## src/rtl/st_split3_pkg.sv

```systemverilog
// Shared constants for the three-way byte splitter: lane width, channel count
// and the byte-lane position of each channel inside the 24-bit sink word.
package st_split3_pkg;
  localparam int DATA_W        = 8;
  localparam int NUM_CH        = 3;
  localparam int DEPTH_DEFAULT = 4;
  localparam int IN_W          = DATA_W * NUM_CH;

  localparam int CH0_LO = 0;
  localparam int CH1_LO = 8;
  localparam int CH2_LO = 16;

  function automatic int lane_lo(input int ch);
    case (ch)
      0:       return CH0_LO;
      1:       return CH1_LO;
      default: return CH2_LO;
    endcase
  endfunction
endpackage

```

## src/rtl/st_split3_fifo.sv

```systemverilog
// First-word-fall-through FIFO: head shows the oldest entry, or zero when empty.
// Storage is not reset; only pointers and occupancy are.
module st_fifo #(
  parameter int DATA_W = 8,
  parameter int DEPTH  = 4
) (
  input  logic              clk,
  input  logic              rst,
  input  logic              push,
  input  logic              pop,
  input  logic [DATA_W-1:0] din,
  output logic [DATA_W-1:0] head,
  output logic              full,
  output logic              empty
);
  localparam int AW = $clog2(DEPTH);
  localparam int CW = AW + 1;

  logic [DATA_W-1:0] mem [DEPTH];
  logic [AW-1:0]     wr_ptr;
  logic [AW-1:0]     rd_ptr;
  logic [CW-1:0]     occ;
  logic              do_push;
  logic              do_pop;

  assign full    = (occ == CW'(DEPTH));
  assign empty   = (occ == '0);
  assign do_push = push && !full;
  assign do_pop  = pop && !empty;
  assign head    = empty ? '0 : mem[rd_ptr];

  // Power-of-two depth lets the pointers wrap by plain overflow.
  always_ff @(posedge clk) begin
    if (rst) begin
      wr_ptr <= '0;
      rd_ptr <= '0;
      occ    <= '0;
    end else begin
      if (do_push) wr_ptr <= wr_ptr + 1'b1;
      if (do_pop)  rd_ptr <= rd_ptr + 1'b1;
      case ({do_push, do_pop})
        2'b10:   occ <= occ + 1'b1;
        2'b01:   occ <= occ - 1'b1;
        default: occ <= occ;
      endcase
    end
  end

  always_ff @(posedge clk) begin
    if (do_push) mem[wr_ptr] <= din;
  end
endmodule

```

## src/rtl/st_split3.sv

```systemverilog
// Splits each 24-bit Avalon-ST beat into three independently drained byte streams.
// Input readiness depends only on registered FIFO fullness and reset.
module st_split3
  import st_split3_pkg::*;
#(
  parameter int DEPTH = DEPTH_DEFAULT
) (
  input  logic              csi_clk,
  input  logic              rsi_reset,
  input  logic [IN_W-1:0]   asi_in_data,
  input  logic              asi_in_valid,
  output logic              asi_in_ready,
  output logic [DATA_W-1:0] aso_out0_data,
  output logic [DATA_W-1:0] aso_out1_data,
  output logic [DATA_W-1:0] aso_out2_data,
  output logic              aso_out0_valid,
  output logic              aso_out1_valid,
  output logic              aso_out2_valid,
  input  logic              aso_out0_ready,
  input  logic              aso_out1_ready,
  input  logic              aso_out2_ready,
  output logic [15:0]       coe_count,
  output logic              coe_busy
);
  logic [NUM_CH-1:0] full;
  logic [NUM_CH-1:0] empty;
  logic [NUM_CH-1:0] out_ready;
  logic [NUM_CH-1:0] pop;
  logic [DATA_W-1:0] head [NUM_CH];
  logic              accept;
  logic [15:0]       count;

  assign out_ready    = {aso_out2_ready, aso_out1_ready, aso_out0_ready};
  assign asi_in_ready = !rsi_reset && (full == '0);
  assign accept       = asi_in_valid && asi_in_ready;
  assign pop          = out_ready & ~empty;

  for (genvar ch = 0; ch < NUM_CH; ch++) begin : g_ch
    st_fifo #(
      .DATA_W (DATA_W),
      .DEPTH  (DEPTH)
    ) u_fifo (
      .clk   (csi_clk),
      .rst   (rsi_reset),
      .push  (accept),
      .pop   (pop[ch]),
      .din   (asi_in_data[lane_lo(ch) +: DATA_W]),
      .head  (head[ch]),
      .full  (full[ch]),
      .empty (empty[ch])
    );
  end

  always_ff @(posedge csi_clk) begin
    if (rsi_reset)   count <= '0;
    else if (accept) count <= count + 16'd1;
  end

  assign coe_count      = count;
  assign coe_busy       = |(~empty);
  assign aso_out0_valid = !empty[0];
  assign aso_out1_valid = !empty[1];
  assign aso_out2_valid = !empty[2];
  assign aso_out0_data  = head[0];
  assign aso_out1_data  = head[1];
  assign aso_out2_data  = head[2];
endmodule

```

## config.mk

```make
export PLATFORM = sky130hd
export DESIGN_NAME = st_split3
export DESIGN_NICKNAME = d
export VERILOG_FILES = /design/src/rtl/st_split3_pkg.sv /design/src/rtl/st_split3_fifo.sv /design/src/rtl/st_split3.sv
export SDC_FILE = /design/constraint.sdc
export NUM_CORES = 1
export LEC_CHECK = 0
export CORE_ASPECT_RATIO = 1.5
export CORE_MARGIN = 4
export CORE_UTILIZATION = 47
export DETAILED_ROUTE_END_ITERATION = 8
export PLACE_DENSITY = 0.69
export SETUP_SLACK_MARGIN = 0.5
export SLEW_MARGIN = 20
export SYNTH_ARGS = -nofsm -noshare
export SYNTH_HDL_FRONTEND = slang
export SYNTH_HIERARCHICAL = 1
export SYNTH_SLANG_ARGS = --single-unit
```

## constraint.sdc

```tcl
create_clock -name csi_clk -period 5.05 [get_ports csi_clk]
set_clock_uncertainty 0.05 [all_clocks]
set_input_delay 1.01 -clock csi_clk [delete_from_list [all_inputs] [get_ports csi_clk]]
set_output_delay 1.01 -clock csi_clk [all_outputs]
set_load 0.05 [all_outputs]
```

### Word-level counts from Yosys, hierarchy flattened

Memory sizes are Yosys's and may differ from the RTL's. A register that Yosys moved wholly into a read port is not among the register bits.
Cells that the tools add are included.

* bits in registers: 37
* memory bits (writable): 96
* input bits: 30
* output and inout port bits: 45
* logic and storage cells: 78
* memories: 3

* add/sub/neg operators: 13
* equal/unequal tests: 9
* multiplexer cells: 18
* bitwise gates (word level): 2
* reduce and logical (&&, ||, !) cells: 23

Memories
* g_ch[0].u_fifo.mem: words 4, width 8, read ports 1, clocked after Yosys merged registers in 1, wr ports 1, line st_split3_fifo.sv:19 `logic [DATA_W-1:0] mem [DEPTH];`
* g_ch[1].u_fifo.mem: words 4, width 8, read ports 1, clocked after Yosys merged registers in 1, wr ports 1, line st_split3_fifo.sv:19
* g_ch[2].u_fifo.mem: words 4, width 8, read ports 1, clocked after Yosys merged registers in 1, wr ports 1, line st_split3_fifo.sv:19

Operators with widths (count)
* 8-bit 2-to-1 mux: 3
* 3-bit case mux with 2 select lines: 3
* 16-bit by 1-bit adder with 16-bit output, second input constant: 1
* 2-bit by 1-bit adder with 2-bit output, second input constant: 6
* 3-bit zero test: 4
* 2-bit 2-to-1 mux: 6
* 3-bit by 1-bit adder with 3-bit output, second input constant: 3
* 3-bit equality test, second input constant: 3
* 3-bit by 1-bit subtractor with 3-bit output, second input constant: 3
* 1-bit logical AND: 8
* 1-bit zero test: 7
* 2-bit by 1-bit equality test with 1-bit output, second input constant: 3
* 2-bit equality test, second input constant: 3
* 1-bit 2-to-1 mux: 6
* 2-bit nonzero test: 3
* 3-bit bitwise AND: 1
* 3-bit inverter: 1
* 3-bit OR reduction: 1

### Longest topological paths before layout

* depth in word-level cells: 7
* gate-level depth with buffers: 14
* gate-level depth less buffers: 14

### By module

The synthesis kept the hierarchy.

By module, submodules not included
* st_fifo: times used 3, cells each 105, area an instance 1715.4 um^2
* st_split3: times used 1, cells each 94, area an instance 784.5 um^2

### Worst setup path before layout

No wires, ideal clock.

* path kind: input port to flip-flop
* start: input rsi_reset
* end: register g_ch[0].u_fifo.occ[2]
* arrival time: 3.377 ns
* path slack: 1.553 ns
* stages on the path: 14
* buffers on the path: 1
* cells stage by stage: buf_6 > or4_4 > clkinv_1 > nand2_1 > inv_1 > inv_1 > nor2_1 > inv_1 > ha_1 > inv_1 > fa_1 > xor2_1 > or3_1 > a21oi_1

* longest elaborated chain between the ends: 6
* elaborated cells on any way between the ends: 8
* classes of those cells: 2 x eq/ne; 1 x mux; 5 x reduce/logical

Ends and longest elaborated chain
* start, declared: line st_split3.sv:9 `input logic rsi_reset,`
* 1-bit zero test (*): line st_split3.sv:34 `assign asi_in_ready = !rsi_reset && (full == '0);`
* 1-bit logical AND (*): line st_split3.sv:34
* net asi_in_ready: line st_split3.sv:12 `output logic asi_in_ready,`
* 1-bit logical AND (*): line st_split3.sv:35 `assign accept = asi_in_valid && asi_in_ready;`
* net accept: line st_split3.sv:30 `logic accept;`
* 1-bit logical AND (*): line st_split3_fifo.sv:28 `assign do_push = push && !full;`
* 2-bit by 1-bit equality test with 1-bit output / 2-bit equality test (equally long branches): line st_split3_fifo.sv:41 `case ({do_push, do_pop})`
* 3-bit case mux with 2 select lines / 2-bit nonzero test (equally long branches)
* end signal, assigned: line st_split3_fifo.sv:42 `2'b10: occ <= occ + 1'b1;`
* end signal, assigned: line st_split3_fifo.sv:43 `2'b01: occ <= occ - 1'b1;`
* end, declared: line st_split3_fifo.sv:22 `logic [CW-1:0] occ;`

The timed path passes the listed nets; every way through them passes the cells marked *.
A chain may end at the register's enable or synchronous reset.

==> metrics.txt <==
FP Rows 50; initial antenna violation count 0; status complete, no violations; Final setup viols 0; worst-path fanout max 8; core area 12450 sq um; post-CTS sizing 0; die area 14520 sq um; Clock transition at path regs 60 ps; hold crit path type reg2reg; GRT Max-Usage Layer met2; endpoint type of the worst setup path primary output; PortBufs 74; Max VDD drop 252.0 uV; CTS tree done; period utilization 0.7146; top post-synthesis cells by area edfxtp_1 49%, dfxtp_1 15%, mux4_2 9.1%; Bufs on Longest Clock Path 2; worst rel slew slack 0.5104; Syn Std Cell Area 5931 sq um; first-pass GRT wire length 18080 um; io pins 75; routing usage on met2 0.2814; DRC Markers 0; Via density 5.170; DR pass1 iterations 6; initial core utilization 0.4764; fin. max-slew vios 0; TritonCTS Buffers 17; ratio of total power to cell area 385.5 nW/um^2; Clock Root Buffer clkbuf_16; CP Launch Type register; H-tree Lvls 4; M3 GR Usage 0.04221; Power, Total 2.841 mW; slew of the pin with the lowest slew margin 732.0 ps; CP Data Required Time 3990 ps; total track usage 0.1592; routed wire length 10790 um; Congestion Overflow GR 0; top-area cell type share of the netlist area 0.4861; yosys synthesis warning count 6; Net Count, Synth 458; placed wire-length estimate 7246 um; die height 145.6 um; Die Width 99.72 um; area grow syn2layout 24.26%; post-CTS setup buffers 0; CTS sink cnt 139; fmax 277.1 MHz; final net count 539; Skew-Pair Late Insertion Delay 400 ps; share of cells above drive strength 1 0.1471; GP Congestion 0.7700; Setup TNS 0 ps; Fin. Hold Viols 0; #FFs+latches synth 139; CP Class reg2out; largest net degree at the start of global routing 44; WP data arrival 2550 ps; Netlist cell types 39; register area share after synthesis 0.6312; minimum clock period 3609 ps; antenna-violating nets left 0; leakage power 2.494 nW; vias post-DR 3407; Yosys top cell by area edfxtp_1; initial DRC count 139; Mapped Cells 409; diode count 0; drt wl/cell 16.38 um; vias in the first global route 3666; GRT met1 Usage 0.1848; unrepaired setup endpoints after global routing no; maxcap violations 0; CTS Hold Bufs 0; Syn Area/Cell 14.50 sq um
-- path summary, 6_finish.rpt --
check | startpoint | endpoint | slack, ps | cells past startpoint
setup / recovery | register | aso_out2_data[2] | 1440 | 3
hold / removal | coe_count[15] | coe_count[15] | 430 | 2
setup reg to reg | g_ch[1].u_fifo/occ[0] | g_ch[1].u_fifo/occ[2] | 1840 | 14
hold reg to reg | coe_count[15] | coe_count[15] | 430 | 2
-- worst max-delay path: stages, from the launching register on --
cell and delay (ps):
dfxtp_1 660, mux4_2 560, nor2b_1 170, clkdlybuf4s50_1 750
-- layout by cell type (no fill, tap or decap), drive strengths merged, types with 3 or more instances in the layout --
cell,count
o21ai,12
mux2i,3
or4,5
edfxtp,96
nor3,4
and3,3
o31ai,7
mux4,24
and2,12
or3,12
buf,4
clkdlybuf4s50,73
fa,3
clkbuf,20
nand3,6
ha,16
nor3b,3
clkinv,8
nor2,26
nand2b,6
xor2,15
a21oi,20
nand4,5
nand2,10
bufinv,3
dfxtp,43
nor2b,27
inv,30
-- sequential cells by signal (all words and copies together) (netlist names), named ones only --
register	count
coe_count	16
g_ch.u_fifo/rd_ptr	6
g_ch.u_fifo/mem	96
g_ch.u_fifo/wr_ptr	6
g_ch.u_fifo/occ	9
-- per-stage QoR --
stage	std cells	hold WS [ps]	area (sq um)	setup WS, ps	utilization
floorplan	409	414.7	5931	1553	-
global placement	627	416.1	6778	1321	0.5444
detailed placement	627	432.3	6784	1091	0.5449
CTS	659	437.3	7370	1367	0.5920
global route	659	467.7	7370	1269	0.5920
finish	659	432.7	7370	1441	0.5920
-- cell usage after synthesis --
library cell  instances
edfxtp_1             96
dfxtp_1              43
inv_1                29
nor2_1               26
mux4_2               24
nor2b_1              21
a21oi_1              20
ha_1                 16
xor2_1               15
and2_1               12
or3_1                12
nand2_1              10
o21ai_0               9
nand2b_1              6
nand3_1               6
nor2b_4               6
buf_6                 5
nand4_1               5
o31ai_1               4
or4_1                 4
and3_1                3
buf_1                 3
buf_4                 3
clkbuf_2              3
fa_1                  3
mux2i_1               3
nor3_2                3
nor3b_2               3
o21ai_1               3
o31ai_2               3
xnor2_1               2
and4_1                1
clkbuf_1              1
clkinv_1              1
nor3_1                1
nor4_1                1
or2_1                 1
or2_2                 1
or4_4                 1
-- per-layer routing --
metal / vias to the layer above / part of all wire
li1: 1645 / -
met1: 1678 / 0.40
met2: 75 / 0.54
met3: 9 / 0.040
met4: 0 / 0.013
met5: - / 0
-- kinds of logic after synthesis --
family                   share of synthesized area
flip-flops                                  0.6312
buffers and inverters                      0.03734
AO/OA/AOI/OAI                              0.03840
XOR/XNOR                                   0.02511
adder cells (fa/ha/maj)                    0.04388
AND/OR/NAND/NOR                             0.1279
multiplexers                               0.09620
-- power breakdown --
| part | switching (mW) | total (mW) | internal, mW |
|---|---|---|---|
| sequential | 0.0247 | 1.27 | 1.25 |
| combinational | 0.221 | 0.358 | 0.137 |
| clock | 0.437 | 1.21 | 0.774 |
| total | 0.683 | 2.84 | 2.16 |
-- cell type report --
class / count / area (sq um)
Fill cell: 984 / 5080
Sequential cell: 139 / 3744
Clock inverter: 12 / 148.9
Multi-Input combinational cell: 225 / 1972
Inverter: 30 / 112.6
Clock buffer: 20 / 436.7
Tap cell: 156 / 195.2
Timing Repair Buffer: 77 / 760.7
Note: power is estimated with default switching activity, not from simulation.
